**config.mk**
```make
export PLATFORM = sky130hd
export DESIGN_NAME = hazard_stall_ctrl
export DESIGN_NICKNAME = d
export VERILOG_FILES = /design/src/rtl/hazard_stall_ctrl.sv
export SDC_FILE = /design/constraint.sdc
export NUM_CORES = 1
export LEC_CHECK = 0
export ABC_AREA = 0
export CELL_PAD_IN_SITES_DETAIL_PLACEMENT = 1
export CELL_PAD_IN_SITES_GLOBAL_PLACEMENT = 2
export CORE_MARGIN = 2
export CORE_UTILIZATION = 26
export DETAILED_ROUTE_END_ITERATION = 8
export PLACE_DENSITY = 0.94
export REMOVE_ABC_BUFFERS = 1
export SETUP_SLACK_MARGIN = 0.02
export SLEW_MARGIN = 40
export SYNTH_ARGS = -nofsm -noshare
export SYNTH_HDL_FRONTEND = slang
export SYNTH_SLANG_ARGS = --single-unit
```
**constraint.sdc**
```tcl
create_clock -name clk_i -period 5.2 [get_ports clk_i]
set_input_delay 1.04 -clock clk_i [delete_from_list [all_inputs] [get_ports clk_i]]
set_output_delay 1.04 -clock clk_i [all_outputs]
set_load 0.02 [all_outputs]
```
**src/rtl/hazard_stall_ctrl.sv**
```systemverilog
// Hazard/stall sequencer for the 5-stage pipeline: load-use bubbles, branch flush,
// data-memory freeze with timeout. Optional perf counters under HAZARD_STALL_PERF_CNT_EN.
module hazard_stall_ctrl #(
   parameter int REG_AW      = 5,
   parameter int MEM_TIMEOUT = 15,
   parameter int CNT_W       = 16
) (
   input  logic              clk_i,
   input  logic              rst_i,
   input  logic [REG_AW-1:0] id_rs_i,
   input  logic [REG_AW-1:0] id_rt_i,
   input  logic              id_uses_rt_i,
   input  logic              idex_memread_i,
   input  logic [REG_AW-1:0] idex_rt_i,
   input  logic              exmem_memreq_i,
   input  logic              dmem_ack_i,
   input  logic              branch_taken_i,
   output logic              hd_o,
   output logic              pc_write_o,
   output logic              ifid_write_o,
   output logic              ifid_flush_o,
   output logic              pipe_stall_o,
   output logic              err_o,
   output logic [CNT_W-1:0]  bubble_cnt_o,
   output logic [CNT_W-1:0]  memwait_cnt_o
);

   typedef enum logic [1:0] {
      ST_RUN,
      ST_MEM_WAIT,
      ST_ERROR
   } state_t;

   localparam logic [CNT_W-1:0] TIMEOUT_C = CNT_W'(MEM_TIMEOUT);

   state_t           state_q, state_d;
   logic [CNT_W-1:0] wait_cnt_q, wait_cnt_d;
   logic             lu, mm, run_eval;

   assign lu = idex_memread_i && (idex_rt_i != '0) &&
               ((idex_rt_i == id_rs_i) || (id_uses_rt_i && (idex_rt_i == id_rt_i)));
   assign mm = exmem_memreq_i && !dmem_ack_i;

   // NOTE: every output and next-state variable gets a default first, so no path
   // through the case can leave one unassigned and infer a latch.
   always_comb begin
      state_d      = state_q;
      wait_cnt_d   = wait_cnt_q;
      run_eval     = 1'b0;
      hd_o         = 1'b0;
      pc_write_o   = 1'b1;
      ifid_write_o = 1'b1;
      ifid_flush_o = 1'b0;
      pipe_stall_o = 1'b0;
      err_o        = 1'b0;

      case (state_q)
         ST_RUN: begin
            if (mm) begin
               pipe_stall_o = 1'b1;
               pc_write_o   = 1'b0;
               ifid_write_o = 1'b0;
               state_d      = ST_MEM_WAIT;
               wait_cnt_d   = CNT_W'(1);
            end else begin
               run_eval = 1'b1;
            end
         end
         ST_MEM_WAIT: begin
            if (dmem_ack_i) begin
               // Release cycle behaves exactly like RUN with no miss.
               run_eval   = 1'b1;
               state_d    = ST_RUN;
               wait_cnt_d = '0;
            end else begin
               pipe_stall_o = 1'b1;
               pc_write_o   = 1'b0;
               ifid_write_o = 1'b0;
               if (wait_cnt_q == TIMEOUT_C) state_d = ST_ERROR;
               else                         wait_cnt_d = wait_cnt_q + CNT_W'(1);
            end
         end
         ST_ERROR: begin
            pipe_stall_o = 1'b1;
            pc_write_o   = 1'b0;
            ifid_write_o = 1'b0;
            err_o        = 1'b1;
         end
         default: state_d = ST_RUN;
      endcase

      if (run_eval) begin
         if (lu) begin
            hd_o         = 1'b1;
            pc_write_o   = 1'b0;
            ifid_write_o = 1'b0;
         end else if (branch_taken_i) begin
            ifid_flush_o = 1'b1;
         end
      end

      // Hold the defined reset values on the outputs for as long as reset is asserted.
      if (!rst_i) begin
         hd_o         = 1'b0;
         pc_write_o   = 1'b1;
         ifid_write_o = 1'b1;
         ifid_flush_o = 1'b0;
         pipe_stall_o = 1'b0;
         err_o        = 1'b0;
      end
   end

   // NOTE: sequential state uses non-blocking assignments so every flop samples
   // pre-edge values regardless of block ordering.
   always_ff @(posedge clk_i or negedge rst_i) begin
      if (!rst_i) begin
         state_q    <= ST_RUN;
         wait_cnt_q <= '0;
      end else begin
         state_q    <= state_d;
         wait_cnt_q <= wait_cnt_d;
      end
   end

`ifdef HAZARD_STALL_PERF_CNT_EN
   logic [CNT_W-1:0] bubble_cnt_q, memwait_cnt_q;

   always_ff @(posedge clk_i or negedge rst_i) begin
      if (!rst_i) begin
         bubble_cnt_q  <= '0;
         memwait_cnt_q <= '0;
      end else begin
         if (hd_o && (bubble_cnt_q != '1))
            bubble_cnt_q <= bubble_cnt_q + CNT_W'(1);
         if ((state_q == ST_MEM_WAIT) && (memwait_cnt_q != '1))
            memwait_cnt_q <= memwait_cnt_q + CNT_W'(1);
      end
   end

   assign bubble_cnt_o  = bubble_cnt_q;
   assign memwait_cnt_o = memwait_cnt_q;
`else
   assign bubble_cnt_o  = '0;
   assign memwait_cnt_o = '0;
`endif

endmodule
```
==> results of run 1 <==
## power breakdown
group	internal (mW)	switching [mW]	leakage, nW
registers	0.145	0.00877	0.247
logic	0.0362	0.0559	0.447
clock network	0.0514	0.0466	0.0216
total	0.233	0.111	0.716
## stage by stage
stage | total power [mW] | hold WS (ns) | area, sq um | utilization, % | cells
6_report | 0.344 | 0.563 | 1780 | 32.0 | 274
5_1_grt | 0.363 | 0.612 | 1780 | 32.0 | 274
4_1_cts | 0.347 | 0.563 | 1780 | 32.0 | 274
3_5_place_dp | 0.249 | 0.544 | 1740 | 31.2 | 271
3_3_place_gp | 0.245 | 0.536 | 1740 | 31.2 | 271
2_1_floorplan | 0.210 | 0.510 | 1370 | - | 170
## per-layer routing
| metal | track usage, % | wire [microns] |
|---|---|---|
| met5 | 0 | 0 |
| met1 | 17.6 | 1720 |
| met4 | 3.90 | 64 |
| met2 | 22.1 | 2050 |
| met3 | 1.24 | 175 |
## cell families after synthesis
family | synth area share (%)
other | 0.247
buffers and inverters | 18.7
and+or+nand+nor | 24.8
xor gates and xnor gates | 6.36
muxes | 3.96
DFF | 29.7
AOI/OAI and AO/OA | 15.4
adders and majority gates | 0.826
## cells in the final DEF (no fill, tap or decap), types with 2 or more instances in the layout
master,n
a211oi_1,2
a21o_1,2
a21oi_1,8
a221o_1,2
and2_1,2
and3_1,2
buf_4,2
clkbuf_8,3
clkdlybuf4s50_1,27
conb_1,32
dfrtp_1,18
inv_1,4
mux2i_1,6
nand2_1,11
nand2b_1,6
nand3_1,5
nand3b_1,3
nand4_1,5
nor2_1,6
nor3_1,3
nor4_1,8
o21ai_0,4
o31ai_1,5
or3_1,3
or4_1,5
xnor2_1,11
## final cells by class
cell class / instances / share of cell area, %
repair buffers: 29 / 16.0
clock buffers: 3 / 2.32
flip-flops and latches: 18 / 25.3
well taps: 72 / 5.05
multi-input cells: 147 / 50.3
inverters: 5 / 1.05
## worst min path at each step
| stage | from | to | slack, ns | cells past startpoint |
|---|---|---|---|---|
| 3_3_place_gp | wait_cnt_q[1] | wait_cnt_q[1] | 0.54 | 1 |
| 2_1_floorplan | wait_cnt_q[15] | wait_cnt_q[15] | 0.51 | 2 |
| 5_1_grt | wait_cnt_q[14] | wait_cnt_q[14] | 0.61 | 1 |
| 4_1_cts | wait_cnt_q[1] | wait_cnt_q[1] | 0.56 | 1 |
| 6_report | wait_cnt_q[1] | wait_cnt_q[1] | 0.56 | 1 |
| 3_5_place_dp | wait_cnt_q[1] | wait_cnt_q[1] | 0.54 | 1 |
## critical path, cell delays in order
cell and delay (ns):
clkdlybuf4s50_1 0.47, or4_1 0.55, o21ai_0 0.21, nor2_1 0.09, a21oi_1 0.18, clkdlybuf4s50_1 0.64
## flip-flops by register name, summed over array words and instances (netlist names)
name        flops
wait_cnt_q     16
state_q         2
==> summary.md, run 1 <==
| Metric | Value |
|---|---|
| Pre-CTS setup slack | just under 1 ns |
| I/O pin count | 60 |
| Critical Path Start | idex_rt_i[1] |
| Relative slew slack | 58.3% |
| DRC Markers | 0 |
| Sequential-to-total area share from yosys stat | around 30% |
| Initial Utilization | between 20% and 30% |
| Worst slew pin tran | ~0.63 ns |
| Max Clk Rate | 237 MHz |
| Synth Area per Inst | 8.61 sq um |
| RSZ-0062 raised after global routing | false |
| Total setup buffers inserted after CTS | 0 |
| First-pass GRT wire length | 6760 microns |
| Max-Cap Viols | 0 |
| FP Rows | 27 |
| Peak VDD IR | approximately 0.000068 V |
| Clk sinks | 18 |
| Area grow syn2layout | 17.7% |
| Initial antenna violation count | 0 |
| Overflow after GRT | 0 |
| Largest net degree at the start of global routing | 19 |
| TritonCTS buffer count | 3 |
| Layout cells sized above 1 | under 10% |
| Antenna Nets Post-Route | 0 |
| Yosys cell types | between 40 and 50 |
| CTS tree | done |
| Final wirelength | ~4000 microns |
| # diodes | 0 |
| Crit path to | ifid_write_o |
| Hold Vio Cnt, Final | 0 |
| Worst Setup End Kind | primary output |
| Root Driver | clkbuf_8 |
| Worst setup SP type | input port |
| Hold-fix buffers at CTS | 0 |
| Count leader, synth | buf_4 |
| Yosys Warn Count | 0 |
| WP data required | 4.16 ns |
| CP Data Arrival Time | 3.18 ns |
| Status | complete, no violations |
| Most area-hungry cell type in the Yosys netlist | dfrtp_1 |
| Number of global-route vias before repair | between 1000 and 1500 |
| Area of the multi-input gates | 897 sq um |
| Final Max Tran Viols | 0 |
| Die ar. | 6450 sq um |
| DR WL/cell | around 15 microns |
| Post-CTS resize count | 0 |
| DR iter-0 viols | 114 |
| Post-synth EDFFs | 0 |
| Crit path max fanout | 3 |
| Yosys top cell area share | 29.7% |
| Vias per inst | 4.97 |
| Period minus WS final | 4.22 ns |
| Die width | 80.3 microns |
| Total track usage | 13.1% |
| Reg-to-Reg End | wait_cnt_q[14] |
| Synth Flop Type | dfrtp_1 |
| Reg2reg setup slack | 2.96 ns |
| Post-synthesis cell area | 1520 sq um |
| Clock Tree Buf Depth | 2 |
| RR Startpoint | wait_cnt_q[0] |
| Layout fillers | between 600 and 700 |
| Min-delay worst type | reg -> reg |
| GPL Wtd Cong | 0.788 |
| TNS Setup | 0 ns |
| Core footprint | 5570 sq um |
| Post-synth top cells | 33 x buf_4, 18 x dfrtp_1, 11 x nand2_1, 11 x xnor2_1 |
| Worst setup path class | in -> out |
| Synth Register Bits | 18 |
| Top cells by area in the synthesized netlist | dfrtp_1 30%, buf_4 16%, xnor2_1 6.4% |
| HPWL after detailed placement | 3170 microns |
| Worst R2R Path Depth | 5 |
| Post-route setup slack | 0.984 ns |
| DR vias | 1362 |
| H-tree Lvls | 1 |
| Post-synth ARST share | 100% |
| Clock Pin Slew Worst Setup and Hold Paths | 0.07 ns |
| Cells after Synth | roughly 180 |
| P_leak | 0.716 nW |
| Final Skew | 0.00454 ns |
| Net count, final | around 230 |
| Height of the die | 80.3 microns |
| Clock latency on the worst-skew pair | 0.25 ns |
| Pre-antenna DRT Iters | 4 |
| IO buf count | 27 |
| Final setup viols | 0 |
| Period utilisation layout | 81.1% |
| P per Cell Area | 193 nW/um^2 |
| Register area | 450 sq um |
(Power assumes the default switching activity.)
==> run 2: changes to the inputs <==
--- a/config.mk
+++ b/config.mk
@@ -9,9 +9,9 @@
 export CELL_PAD_IN_SITES_DETAIL_PLACEMENT = 1
 export CELL_PAD_IN_SITES_GLOBAL_PLACEMENT = 2
 export CORE_MARGIN = 2
-export CORE_UTILIZATION = 26
+export CORE_UTILIZATION = 24
 export DETAILED_ROUTE_END_ITERATION = 8
-export PLACE_DENSITY = 0.94
+export PLACE_DENSITY = 0.88
 export REMOVE_ABC_BUFFERS = 1
 export SETUP_SLACK_MARGIN = 0.02
 export SLEW_MARGIN = 40
==> constraint.sdc (replaced) <==
create_clock -name clk_i -period 4.35 [get_ports clk_i]
set_input_delay 0.87 -clock clk_i [delete_from_list [all_inputs] [get_ports clk_i]]
set_output_delay 0.87 -clock clk_i [all_outputs]
set_load 0.02 [all_outputs]
==> run 2 against run 1 <==
Compared with the run above:
- register-to-register slack got worse by 0.78 ns
- first-iteration DRC count is 55% lower
- clock skew about the same
- total power increased by 27%
- clock power grew 49%
- die area rose by 7.9%
- count of clock-buffer cells in the layout grew 1
- hold slack improved by 0.0013 ns
- critical path depth unchanged
- routed wire length shrank 4.9%
- critical path type unchanged
- largest cell class unchanged
==> summary.md, run 2 (synthesis gave the netlist of run 1 again) <==
| Metric | Value |
|---|---|
| FP Rows | 28 (was 27) |
| P per Cell Area | 244 nW/um^2 (was 193 nW/um^2) |
| Worst slew pin tran | 0.620 ns (was 0.626 ns) |
| Relative slew slack | 58.7% (was 58.3%) |
| Clock latency on the worst-skew pair | 0.27 ns (was 0.25 ns) |
| Reg2reg setup slack | 2.18 ns (was 2.96 ns) |
| Most common cell on crit path | clkdlybuf4s50_1 (unchanged) |
| Final wirelength | 3820 microns (was 4010 microns) |
| Area grow syn2layout | 18.8% (was 17.7%) |
| Reg-to-Reg End | wait_cnt_q[12] (was wait_cnt_q[14]) |
| Final hold slack | 0.564 ns (was 0.563 ns) |
| Crit path to | ifid_flush_o (was ifid_write_o) |
| Die width | 83.5 microns (was 80.3 microns) |
| Final setup viols | 0 (unchanged) |
| Pre-CTS setup slack | 0.419 ns (was 0.972 ns) |
| Post-route setup slack | 0.440 ns (was 0.984 ns) |
| P_leak | 0.723 nW (was 0.716 nW) |
| Largest net degree at the start of global routing | 19 (unchanged) |
| Worst Setup End Kind | primary output (unchanged) |
| Crit-path cells | clkdlybuf4s50_1 > or4_1 > o21ai_0 > inv_1 > a211oi_1 > clkdlybuf4s50_1 (was clkdlybuf4s50_1 > or4_1 > o21ai_0 > nor2_1 > a21oi_1 > clkdlybuf4s50_1) |
| Critical-path top delay cell | clkdlybuf4s50_1 (unchanged) |
| Hold-fix buffers at CTS | 0 (unchanged) |
| Clock Tree Buf Depth | 2 (unchanged) |
| Final Max Tran Viols | 0 (unchanged) |
| Total setup buffers inserted after CTS | 0 (unchanged) |
| Most common cell after layout, fill and taps aside | conb_1 (unchanged) |
| TNS Setup | 0 ns (unchanged) |
| RR Startpoint | wait_cnt_q[10] (was wait_cnt_q[0]) |
| Root Driver | clkbuf_8 (unchanged) |
| Biggest regs | wait_cnt_q: 16 flops, state_q: 2 flops (unchanged) |
| Commonest cells after routing, fill and taps aside | 32 x conb_1, 27 x clkdlybuf4s50_1, 18 x dfrtp_1 (unchanged) |
| Pre-antenna DRT Iters | 4 (unchanged) |
| TritonCTS buffer count | 3 (unchanged) |
| DRC Markers | 0 (unchanged) |
| Post-CTS resize count | 0 (unchanged) |
| Worst setup SP type | input port (unchanged) |
| Number of global-route vias before repair | 1245 (was 1324) |
| IO buf count | 27 (unchanged) |
| Crit-path max cell delay | 0.64 ns (about the same) |
| Worst R2R Path Depth | 4 (was 5) |
| Period minus WS final | around 4 ns |
| Top reg by flops | wait_cnt_q (unchanged) |
| H-tree Lvls | 1 (unchanged) |
| Clock Pin Slew Worst Setup and Hold Paths | 0.07 ns (about the same) |
| DR WL/cell | 13.7 microns (was 14.6 microns) |
| Layout cells sized above 1 | 5.42% (was 4.95%) |
| GPL Wtd Cong | 0.815 (was 0.788) |
| Period utilisation layout | 89.9% |
| Min-delay worst type | reg -> reg (unchanged) |
| Antenna Nets Post-Route | 0 (unchanged) |
| Crit path max fanout | 3 (unchanged) |
| Height of the die | 83.5 microns (was 80.3 microns) |
| I/O pin count | 60 (unchanged) |
| Max-Cap Viols | 0 (unchanged) |
| First-pass GRT wire length | 6100 microns (was 6760 microns) |
| Die ar. | 6960 sq um (was 6450 sq um) |
| RSZ-0062 raised after global routing | false (unchanged) |
| Clk sinks | 18 (unchanged) |
| Overflow after GRT | 0 (unchanged) |
| Core footprint | 6030 sq um (was 5570 sq um) |
| Vias per inst | 4.82 (was 4.97) |
| Hold Vio Cnt, Final | 0 (unchanged) |
| Total track usage | 10.7% (was 13.1%) |
| Worst setup path class | in -> out (unchanged) |
| HPWL after detailed placement | 3040 microns (was 3170 microns) |
| DR vias | 1341 (was 1362) |
| Final Skew | 0.00429 ns (was 0.00454 ns) |
| Status | complete, no violations (unchanged) |
| CTS tree | done (unchanged) |
| Flip-flop count of the largest register after layout | 16 (unchanged) |
| Net count, final | 227 (unchanged) |
| DR iter-0 viols | 51 (was 114) |
| WP data required | 3.48 ns (was 4.16 ns) |
| # diodes | 0 (unchanged) |
| CP Data Arrival Time | 3.04 ns (was 3.18 ns) |
| Peak VDD IR | 0.000121 V (was 0.0000678 V) |
| Critical Path Start | idex_rt_i[1] (unchanged) |
| Hold path depth | 1 (unchanged) |
| Max Clk Rate | around 260 MHz |
| Initial Utilization | 25.1% (was 27.2%) |
| Initial antenna violation count | 0 (unchanged) |
run 2: layer usage:
layer | share of wire (%) | vias up | global-route usage (%)
li1 | - | 639 | -
met1 | 45 | 659 | 14.0
met2 | 50 | 38 | 17.8
met3 | 3.0 | 5 | 0.593
met4 | 2.0 | 0 | 5.28
met5 | 0 | - | 0
run 2: critical path, delay by kind of cell:
kind            cells  cell delay (ns)
buf+inv             3             1.17
compound gates      2             0.45
simple gates        1             0.55
run 2: worst min path at each step:
stage                     endpoint      startpoint
finish               wait_cnt_q[1]   wait_cnt_q[1]
global route         wait_cnt_q[1]   wait_cnt_q[1]
CTS                  wait_cnt_q[1]   wait_cnt_q[1]
detailed placement   wait_cnt_q[1]   wait_cnt_q[1]
global placement     wait_cnt_q[1]   wait_cnt_q[1]
floorplan           wait_cnt_q[15]  wait_cnt_q[15]
run 2: cell type report:
| type | instances | area, sq um |
|---|---|---|
| fillers | 719 | 4230 |
| inverters | 5 | 18.8 |
| repair buffers | 29 | 285 |
| multi-input cells | 147 | 897 |
| well taps | 75 | 93.8 |
| clock buffers | 4 | 55.1 |
| flip-flops and latches | 18 | 450 |
run 2: power breakdown:
| group | total [mW] | switching, mW | internal, mW |
|---|---|---|---|
| Clock | 0.146 | 0.0654 | 0.0809 |
| Combinational | 0.109 | 0.0656 | 0.0434 |
| Sequential | 0.184 | 0.0101 | 0.174 |
run 2: metrics by stage:
stage                     cells  utilization [%]  cell area (sq um)  total power, mW
after floorplan             170                -               1370            0.251
after global placement      274             29.0               1750            0.293
after detailed placement    274             29.0               1750            0.296
after CTS                   278             29.9               1800            0.443
after global routing        278             29.9               1800            0.461
final                       278             29.9               1800            0.439
==> run 3: changes to the inputs <==
--- a/config.mk
+++ b/config.mk
@@ -6,6 +6,7 @@
 export NUM_CORES = 1
 export LEC_CHECK = 0
 export ABC_AREA = 0
+export ABC_CLOCK_PERIOD_IN_PS = 4350
 export CELL_PAD_IN_SITES_DETAIL_PLACEMENT = 1
 export CELL_PAD_IN_SITES_GLOBAL_PLACEMENT = 2
 export CORE_MARGIN = 2
==> results of run 3 <==
Same layout as run 2: the final DEF is identical, and so are final timing and power.
